===== src/rtl/vga_timing.sv =====
// ---------------------------------------------------------------------------
// vga_timing
//
// Purpose:
//   Generates VGA-style raster timing. A clock divider produces one pixel
//   advance every CLK_DIV system clocks. Column and row counters sweep the
//   full raster, including the blanking intervals. The sync and blanking
//   flags are decoded from the counters.
//
// Ports:
//   CLK         in   system clock; all state updates on its rising edge
//   RST         in   asynchronous reset, active low
//   pix_tick    out  one-CLK pulse per pixel advance
//   col         out  horizontal pixel count, 0 .. H_TOTAL-1
//   row         out  vertical line count, 0 .. V_TOTAL-1
//   hsync       out  horizontal sync, active low
//   vsync       out  vertical sync, active low
//   vnotactive  out  high while row is in vertical blanking
//   video_on    out  high inside the visible area
//   frame_start out  one-CLK pulse when the raster wraps to (0,0)
// ---------------------------------------------------------------------------
module vga_timing #(
    parameter int CLK_DIV  = 2,
    parameter int H_ACTIVE = 640,
    parameter int H_FP     = 16,
    parameter int H_SYNC   = 96,
    parameter int H_BP     = 48,
    parameter int V_ACTIVE = 480,
    parameter int V_FP     = 10,
    parameter int V_SYNC   = 2,
    parameter int V_BP     = 33
) (
    input  logic       CLK,
    input  logic       RST,
    output logic       pix_tick,
    output logic [9:0] col,
    output logic [9:0] row,
    output logic       hsync,
    output logic       vsync,
    output logic       vnotactive,
    output logic       video_on,
    output logic       frame_start
);

    localparam int H_TOTAL = H_ACTIVE + H_FP + H_SYNC + H_BP;
    localparam int V_TOTAL = V_ACTIVE + V_FP + V_SYNC + V_BP;

    localparam logic [3:0] DIV_LAST = 4'(CLK_DIV - 1);
    localparam logic [9:0] H_LAST   = 10'(H_TOTAL - 1);
    localparam logic [9:0] V_LAST   = 10'(V_TOTAL - 1);
    localparam logic [9:0] H_VIS    = 10'(H_ACTIVE);
    localparam logic [9:0] V_VIS    = 10'(V_ACTIVE);
    localparam logic [9:0] HS_FIRST = 10'(H_ACTIVE + H_FP);
    localparam logic [9:0] HS_END   = 10'(H_ACTIVE + H_FP + H_SYNC);
    localparam logic [9:0] VS_FIRST = 10'(V_ACTIVE + V_FP);
    localparam logic [9:0] VS_END   = 10'(V_ACTIVE + V_FP + V_SYNC);

    logic [3:0] div_q, div_d;
    logic [9:0] col_q, col_d;
    logic [9:0] row_q, row_d;
    logic       step;
    logic       tick_q;
    logic       hsync_q, hsync_d;
    logic       vsync_q, vsync_d;
    logic       vna_q, vna_d;
    logic       von_q, von_d;
    logic       fs_q, fs_d;

    // Divider and raster counters. The counters move on the same edge that
    // raises pix_tick. As a result, the cycle in which pix_tick is high is
    // also the cycle in which the new col/row first appear. Comparing with
    // '<' rather than '==' means an out-of-range count can never persist.
    always_comb begin
        step  = (div_q == DIV_LAST);
        div_d = step ? 4'd0 : div_q + 4'd1;
        col_d = col_q;
        row_d = row_q;
        if (step) begin
            if (col_q < H_LAST) begin
                col_d = col_q + 10'd1;
            end else begin
                col_d = 10'd0;
                if (row_q < V_LAST) begin
                    row_d = row_q + 10'd1;
                end else begin
                    row_d = 10'd0;
                end
            end
        end
    end

    // Flags are decoded from the next-state counters and then registered.
    // The registered flags therefore line up with the registered counters.
    always_comb begin
        hsync_d = ~((col_d >= HS_FIRST) && (col_d < HS_END));
        vsync_d = ~((row_d >= VS_FIRST) && (row_d < VS_END));
        vna_d   = (row_d >= V_VIS);
        von_d   = (col_d < H_VIS) && (row_d < V_VIS);
        fs_d    = step && (col_d == 10'd0) && (row_d == 10'd0);
    end

    // pix_tick is registered, so it stays low during reset even when
    // CLK_DIV is 1. The first tick then lands on the CLK_DIV-th edge after
    // reset is released.
    always_ff @(posedge CLK or negedge RST) begin
        if (!RST) begin
            div_q   <= 4'd0;
            col_q   <= 10'd0;
            row_q   <= 10'd0;
            tick_q  <= 1'b0;
            hsync_q <= 1'b1;
            vsync_q <= 1'b1;
            vna_q   <= 1'b0;
            von_q   <= 1'b1;
            fs_q    <= 1'b0;
        end else begin
            div_q   <= div_d;
            col_q   <= col_d;
            row_q   <= row_d;
            tick_q  <= step;
            hsync_q <= hsync_d;
            vsync_q <= vsync_d;
            vna_q   <= vna_d;
            von_q   <= von_d;
            fs_q    <= fs_d;
        end
    end

    assign pix_tick    = tick_q;
    assign col         = col_q;
    assign row         = row_q;
    assign hsync       = hsync_q;
    assign vsync       = vsync_q;
    assign vnotactive  = vna_q;
    assign video_on    = von_q;
    assign frame_start = fs_q;

endmodule


===== config.mk =====
export PLATFORM = sky130hd
export DESIGN_NAME = vga_timing
export DESIGN_NICKNAME = d
export VERILOG_FILES = /design/src/rtl/vga_timing.sv
export SDC_FILE = /design/constraint.sdc
export NUM_CORES = 1
export LEC_CHECK = 0
export BUFFER_PORTS_ARGS = -buffer_cell sky130_fd_sc_hd__buf_2
export CORE_MARGIN = 2
export CORE_UTILIZATION = 55
export DETAILED_ROUTE_END_ITERATION = 6
export PLACE_DENSITY = 0.89
export SETUP_SLACK_MARGIN = 0.15
export SYNTH_ARGS = -nofsm -noshare
export SYNTH_HDL_FRONTEND = slang
export SYNTH_SLANG_ARGS = --single-unit

===== constraint.sdc =====
create_clock -name CLK -period 3.02 [get_ports CLK]
set_input_delay 0.151 -clock CLK [delete_from_list [all_inputs] [get_ports CLK]]
set_output_delay 0.151 -clock CLK [all_outputs]
set_load 0.02 [all_outputs]

After elaboration in Yosys (flattened, before gate mapping) --
Cells that the tools add are included.
Operators by class: $add $sub $neg 3, $mul 0, div/mod/pow operators 0, magnitude comparators 9, equal/unequal tests 1, shifts and indexed selects 0, mux-type cells 6, bitwise logic cells 2, reductions and logical operators 7
Operators by type and width (count):
- $mux W10 | 5
- $lt A10 B10 Y1 const B | 4
- $add A10 B1 Y10 const B | 2
- $ge A10 B9 Y1 const B | 2
- $logic_not A10 Y1 | 2
- $lt A10 B9 Y1 const B | 2
- $ge A10 B10 Y1 const B | 1
- $logic_and A1 B1 Y1 | 5
- $add A4 B1 Y4 const B | 1
- $eq A4 B1 Y1 const B | 1
- $mux W4 | 1
- $not A1 Y1 | 2
Storage, ports and cells: register bits after elaboration 30, latch bits 0, RAM bits 0, ROM bits 0, input port bits 2, output and inout bits 26, logic and storage cells 37, memories 0

Depth between registers and ports, before layout --
Gate-level depths: netlist of the first run.
depth after elaboration 7, mapped depth 9

Worst setup path after synthesis of the first run --
No wires, ideal clock.
path type reg-to-reg, start register col_q[1], in the netlist col[1], end register fs_q, in the netlist frame_start, arrival time 2.519 ns, data required time 2.924 ns, path slack 0.405 ns, cell stages (with the launch flop) 9, path buffers 1, period minus slack after synthesis 2.615 ns, cell sequence dfrtp_1 > ha_1 > nand4_1 > a211o_1 > buf_6 > o21a_4 > a2111o_1 > or4_1 > nor4_2
Between the ends: longest elaborated chain between the ends 6, elaborated cells on any way between the ends 10, those cells by class add/sub (1); order compare (1); mux (4); reduce/logical (4)
Ends and longest elaborated chain:
- start: declaration | line 59 | logic [9:0] col_q, col_d;
- start signal: assignment | line 118 | col_q <= col_d;
- $add A10 B1 Y10 / $lt A10 B10 Y1 (equally long branches) | line 80, 79
- $mux W10 (*) | line 79 | if (col_q < H_LAST) begin
- $mux W10 (*) | line 78 | if (step) begin
- via col_d[9] | line 59
- $logic_not A10 Y1 (*) | line 99 | fs_d = step && (col_d == 10'd0) && (row_d == 10'd0);
- $logic_and A1 B1 Y1 (*) (2 in a row) | line 99
- via fs_d | line 67 | logic fs_q, fs_d;
- end signal: assignment | line 125 | fs_q <= fs_d;
- end: declaration | line 67
The timed path passes the listed nets; every way through them passes the cells marked *.

Worst setup path in the final report of the first run --
start register col_q[5], in the netlist col[5], end register fs_q, in the netlist frame_start
Between the ends: longest elaborated chain between the ends 6, elaborated cells on any way between the ends 10, those cells by class add/sub (1); order compare (1); mux (4); reduce/logical (4)
Ends and longest elaborated chain (line):
- $add A10 B1 Y10 / $lt A10 B10 Y1 (equally long branches) | 80, 79
- $mux W10 | 79
- $mux W10 | 78
- $logic_not A10 Y1 | 99
- $logic_and A1 B1 Y1 | 99
- $logic_and A1 B1 Y1 (*) | 99
- via fs_d | 67
Marked as above.

==> results of run 1 <==
## metrics by stage
step | power, W | cells | instance area, um2 | setup slack [ns]
finish | 0.000670 | 239 | 1910 | 0.300
global route | 0.000695 | 239 | 1910 | 0.156
CTS | 0.000672 | 239 | 1890 | 0.224
detailed placement | 0.000418 | 230 | 1820 | 0.226
global placement | 0.000417 | 230 | 1820 | 0.366
floorplan | 0.000409 | 179 | 1660 | 0.405
## Yosys cell counts (2+ instances only)
cell type	number	share of area
a21oi_1	6	0.018
a221oi_1	2	0.011
a22o_1	3	0.016
a31oi_1	2	0.0075
and3_1	5	0.019
buf_2	2	0.0060
clkbuf_1	8	0.018
dfrtp_1	27	0.41
dfstp_2	3	0.047
ha_1	2	0.015
inv_1	7	0.016
nand2_1	18	0.041
nand2b_1	3	0.011
nand3_1	8	0.024
nand4_1	4	0.015
nor2_1	13	0.029
nor2b_1	4	0.015
nor3_1	4	0.012
nor4_1	3	0.011
o21ai_0	12	0.036
o21ai_1	4	0.012
o311ai_1	2	0.011
o31ai_1	4	0.018
or4_1	2	0.0090
or4b_1	2	0.012
xnor2_1	5	0.026
xor2_1	5	0.026
## worst max-delay path by stage
stage                       end     start  slack, ns
finish              frame_start    col[5]       0.30
global route              vsync    col[0]       0.16
CTS                       vsync    col[0]       0.22
detailed placement        vsync    col[0]       0.23
global placement    frame_start  div_q[1]       0.37
floorplan           frame_start    col[1]       0.41
## timing repair
action / CTS / global route
endpoints found under the setup margin: 0 / 2
endpoints found under the hold margin: 27 / 0
gates resized for setup: 0 / 5
hold buffers: 1 / 0
## sequential cells by signal (all words and copies together), names as in the netlist
signal	cells
pix_tick	1
row	10
frame_start	1
vnotactive	1
div_q	4
vsync	1
video_on	1
hsync	1
col	10
## cell families after synthesis
family | share of synthesized area
adders and majority gates | 0.0151
xor gates and xnor gates | 0.0527
buffers and inverters | 0.0490
and+or+nand+nor | 0.216
DFF | 0.454
AOI/OAI and AO/OA | 0.200
muxes | 0.0128
## report_power, final
group / internal (W) / total [W] / switching, W
Clock: 0.000112 / 0.000260 / 0.000148
Sequential: 0.000402 / 0.000402 / 0
Combinational: 0.00000130 / 0.00000875 / 0.00000745
## per-layer routing
layer / part of all wire / vias up
met4: 0.019 / 0
met2: 0.49 / 67
li1: - / 706
met3: 0.071 / 11
met5: 0 / -
met1: 0.42 / 699
## layout make-up
cell class,instances,area share
clock buffer,6,0.0269
clock inverter,2,0.00657
inverter,7,0.0138
multi-input combinational,130,0.439
sequential,30,0.397
tap,31,0.0204
timing repair buffer,33,0.0959
## worst max-delay path: cells and delay by family, from the launching register on
family / cells / cell delay, ns
AND/OR/NAND/NOR: 4 / 1.39
AO/OA/AOI/OAI: 2 / 0.60
flip-flops: 1 / 0.46
buffers and inverters: 1 / 0.18
==> impl_metrics.toml, run 1 <==
[setup_path]
r2r_setup_slack_ns = 0.30
critical_path.slowest_cell = "nor3_1"
worstPathRequired_ns = 3.28
startpoint_type = "flip-flop"
crit_path_end_kind = "flip-flop"
rr_startpoint = "col[5]"
criticalPathCategory = "reg2reg"
r2r-end = "frame_start"
arrival_ns = 2.98
crit_chain = "nor3_1 > a211o_1 > buf_4 > nor2_2 > a221o_1 > or4_1 > nor4_2"
rr_worst_depth = 7
cp_max_fo = 9
cp_slowest_stage_delay_ns = 0.61

[floorplanning]
die_w_um = 58.9
placementRows = 19
initial_utilization = 0.592
die_y_um = 58.9
core_region_area_mm2 = 0.00281
dieArea_mm2 = 0.00347
ioPinCount = 28

[min_path]
hp-class = "in2async"

[synthesis]
ys_seq_area_frac = 0.454
synthFlopType = "dfrtp_1"
syn_nets = 183
yosysWarningCount = 0
synth_edf_count = 0
ys_ff_latch = 30
synthCells = 179
synth.avg_cell_area_um2 = 9.28
yosysUniqueCellTypes = 46
async_flop_share = 1.00
syn_area_mm2 = 0.00166

[clock_network]
cts_setup_buffers = 0
cts.clk_slew.worst_paths_ns = 0.10
clk_latency_ns = 0.34
clock_path_buffers = 2
htreeDepth = 2
cts-buffers-inserted = 5
root_buffer = "clkbuf_4"
cts.sinks = 30
tritoncts = "yes"

[timing]
worst_slew_pin_slew_ns = 0.684
drv_slew = 0
setup_viol = 0
max_freq_mhz = 368
holdWs_ns = 0.369
slew_headroom = 0.541
skew_ns = 0.00892
post-route-min-period_ns = 2.72
setup_tns_ns = 0
rsz0062_at_grt = "false"
hold_viol_final = 0
finalCritPeriodShare = 0.901

[layout]
n_fill_cell = 224
ff_latch_area_um2 = 757
area_growth_pct = 14.8
utilization = 0.679
drive_above_1_share = 0.255
layout_commonest_cell = "buf_2"
multi_input_area_um2 = 837
mostFrequentLayoutCells = "buf_2, dfrtp_1, nand2_1"
fin_nets = 211
antenna_cells = 0

[power]
ir_drop_mv = 0.258
power_density_mw_per_mm2 = 352
power_leakage_nw = 0.894

[drt]
drc = 1
antenna_left = 0
vias_per_cell = 6.21
drtIter0Drc = 118
drt-total-wl_um = 3870
num_vias = 1483
wire_per_inst_um = 16.2
drt_pass1_iterations = 7

[placed_design]
gp_congestion = 0.936
io_buffers = 27
dpl.hpwl_um = 2810

[global_route]
grt_util_met3 = 0.0659
globalRouteOverflowTotal = 0
grt_pass1_vias = 1361
busiest_layer = "met2"
grt_use_met1 = 0.321
grt_use_met2 = 0.389
track_usage = 0.246
grt_pass1_wl_um = 6360
grt_max_degree = 31
antenna_found_initial = 0

[run_status]
violations = "design-rule violations"
outcome = "finished with violations"

[job]
max_cap_viol_count = 0
Note: power is estimated with default switching activity, not from simulation.
==> run 2: changes to the inputs <==
--- a/config.mk
+++ b/config.mk
@@ -7,9 +7,9 @@
 export LEC_CHECK = 0
 export BUFFER_PORTS_ARGS = -buffer_cell sky130_fd_sc_hd__buf_2
 export CORE_MARGIN = 2
-export CORE_UTILIZATION = 55
+export CORE_UTILIZATION = 59
 export DETAILED_ROUTE_END_ITERATION = 6
-export PLACE_DENSITY = 0.89
+export PLACE_DENSITY = 0.91
 export SETUP_SLACK_MARGIN = 0.15
 export SYNTH_ARGS = -nofsm -noshare
 export SYNTH_HDL_FRONTEND = slang
==> constraint.sdc (replaced) <==
create_clock -name CLK -period 3.33 [get_ports CLK]
set_input_delay 0.1665 -clock CLK [delete_from_list [all_inputs] [get_ports CLK]]
set_output_delay 0.1665 -clock CLK [all_outputs]
set_load 0.02 [all_outputs]
==> impl_metrics.toml, run 2 (synthesis gave the netlist of run 1 again) <==
[clock_network]
root_buffer = "clkbuf_4"
cts-buffers-inserted = 5
cts.clk_slew.worst_paths_ns = 0.09
htreeDepth = 2
clock_path_buffers = 2
cts_resized = 0
tritoncts = "yes"
clk_latency_ns = 0.33
cts.sinks = 30

[setup_path]
cp_max_fo = 11
arrival_ns = 3.12
startpoint_type = "flip-flop"
criticalPathCategory = "reg2reg"
crit_path_end_kind = "flip-flop"
worstPathRequired_ns = 3.57

[timing]
worst_slew_pin_slew_ns = 0.745
setup_tns_ns = 0
max_freq_mhz = 348
slew_headroom = 0.503
skew_ns = 0.00901
drv_slew = 0
setup_viol = 0
hold_viol_final = 0
rsz0062_at_grt = "false"
post-route-min-period_ns = 2.88
finalCritPeriodShare = 0.864

[drt]
drc = 0
drt-total-wl_um = 3620
antenna_left = 0
drtIter0Drc = 104
wire_per_inst_um = 15.3
vias_per_cell = 6.26
drt_pass1_iterations = 4
num_vias = 1483

[floorplanning]
dieArea_mm2 = 0.00325
core_region_area_mm2 = 0.00271
initial_utilization = 0.613
placementRows = 19
die_y_um = 57.1
ioPinCount = 28
die_w_um = 57.1

[power]
p_int_w = 0.000469
power_frac_comb = 0.013
ir_drop_mv = 0.275
power_density_mw_per_mm2 = 318
pwr-share-seq = 0.612
power_frac_clock = 0.375
power.total_w = 0.000595
power_leakage_nw = 0.890
switching_share = 0.212
switchingPower_w = 0.000126

[min_path]
hp-class = "in2async"

[layout]
mostFrequentLayoutCells = "dfrtp_1, buf_2, nand2_1"
antenna_cells = 0
fin_nets = 209
multi_input_area_um2 = 825
fin_cells = 237
area_growth_pct = 12.7
drive_above_1_share = 0.218
utilization = 0.690
stdcell_area_mm2 = 0.00187
ff_latch_area_um2 = 754
n_fill_cell = 223

[job]
max_cap_viol_count = 0

[placed_design]
io_buffers = 27
dp.cells = 228
dpl.hpwl_um = 2620
gp_congestion = 0.919
placed_area_mm2 = 0.00180

[global_route]
grt_pass1_vias = 1345
antenna_found_initial = 0
globalRouteOverflowTotal = 0
track_usage = 0.248
grt_pass1_wl_um = 6240
grt_max_degree = 31

[run_status]
outcome = "finished, final reports clean"
[run 2: cell count changes in the layout (fill, tap and decap cells not counted), sizes merged]
| cell | change |
|---|---|
| clkbuf | +2 |
| clkinv | -1 |
| clkinvlp | -1 |
| buf | -2 |
[run 2: worst paths after layout]
check | start | endpoint | slack [ns] | cells past startpoint
max in group asynchronous | RST | col[5] | 2.51 | 2
max | col[0] | vsync | 0.45 | 7
max reg2reg | col[0] | vsync | 0.45 | 7
min | RST | col[1] | 0.39 | 2
min in group CLK | div_q[3] | div_q[3] | 0.51 | 1
min reg2reg | div_q[3] | div_q[3] | 0.51 | 1
[run 2: final cells by class]
| class | instances | share of cell area |
|---|---|---|
| repair buffers | 31 | 0.0896 |
| inverters | 7 | 0.0140 |
| multi-input cells | 130 | 0.441 |
| clock buffers | 8 | 0.0314 |
| well taps | 31 | 0.0207 |
| flip-flops and latches | 30 | 0.403 |
[run 2: critical path, cell delays in order, from the launching register on]
cell     delay, ns
dfrtp_1       0.51
ha_1          0.32
nand4_1       0.20
a211o_1       0.50
nor2_1        0.38
a22o_1        0.26
nand4_1       0.10
or4b_1        0.52
[run 2: what timing repair did]
action,CTS,global route
endpoints found under the hold margin,27,0
buffers inserted,0,0
hold buffers,1,0
[run 2: metrics by stage]
| stage | hold slack (ns) | setup slack [ns] |
|---|---|---|
| CTS | 0.405 | 0.506 |
| global placement | 0.222 | 0.654 |
| finish | 0.394 | 0.453 |
| global route | 0.450 | 0.274 |
| detailed placement | 0.230 | 0.528 |
| floorplan | -0.129 | 0.715 |
[run 2: per-layer routing]
| metal | vias up | routed length, um | part of all wire | track usage |
|---|---|---|---|---|
| li1 | 698 | - | - | - |
| met1 | 720 | 1540 | 0.42 | 0.321 |
| met2 | 58 | 1830 | 0.50 | 0.402 |
| met3 | 7 | 209 | 0.058 | 0.0635 |
| met4 | 0 | 50 | 0.014 | 0.0963 |
| met5 | - | 0 | 0 | 0 |
[run 2: power by group through the flow]
stage          Sequential, W  Clock [W]  Combinational [W]
2_1_floorplan       0.000371          0     0.000000000336
3_3_place_gp        0.000371          0         0.00000740
3_5_place_dp        0.000371          0         0.00000762
4_1_cts             0.000364   0.000227         0.00000850
5_1_grt             0.000364   0.000244         0.00000951
6_report            0.000364   0.000223         0.00000784
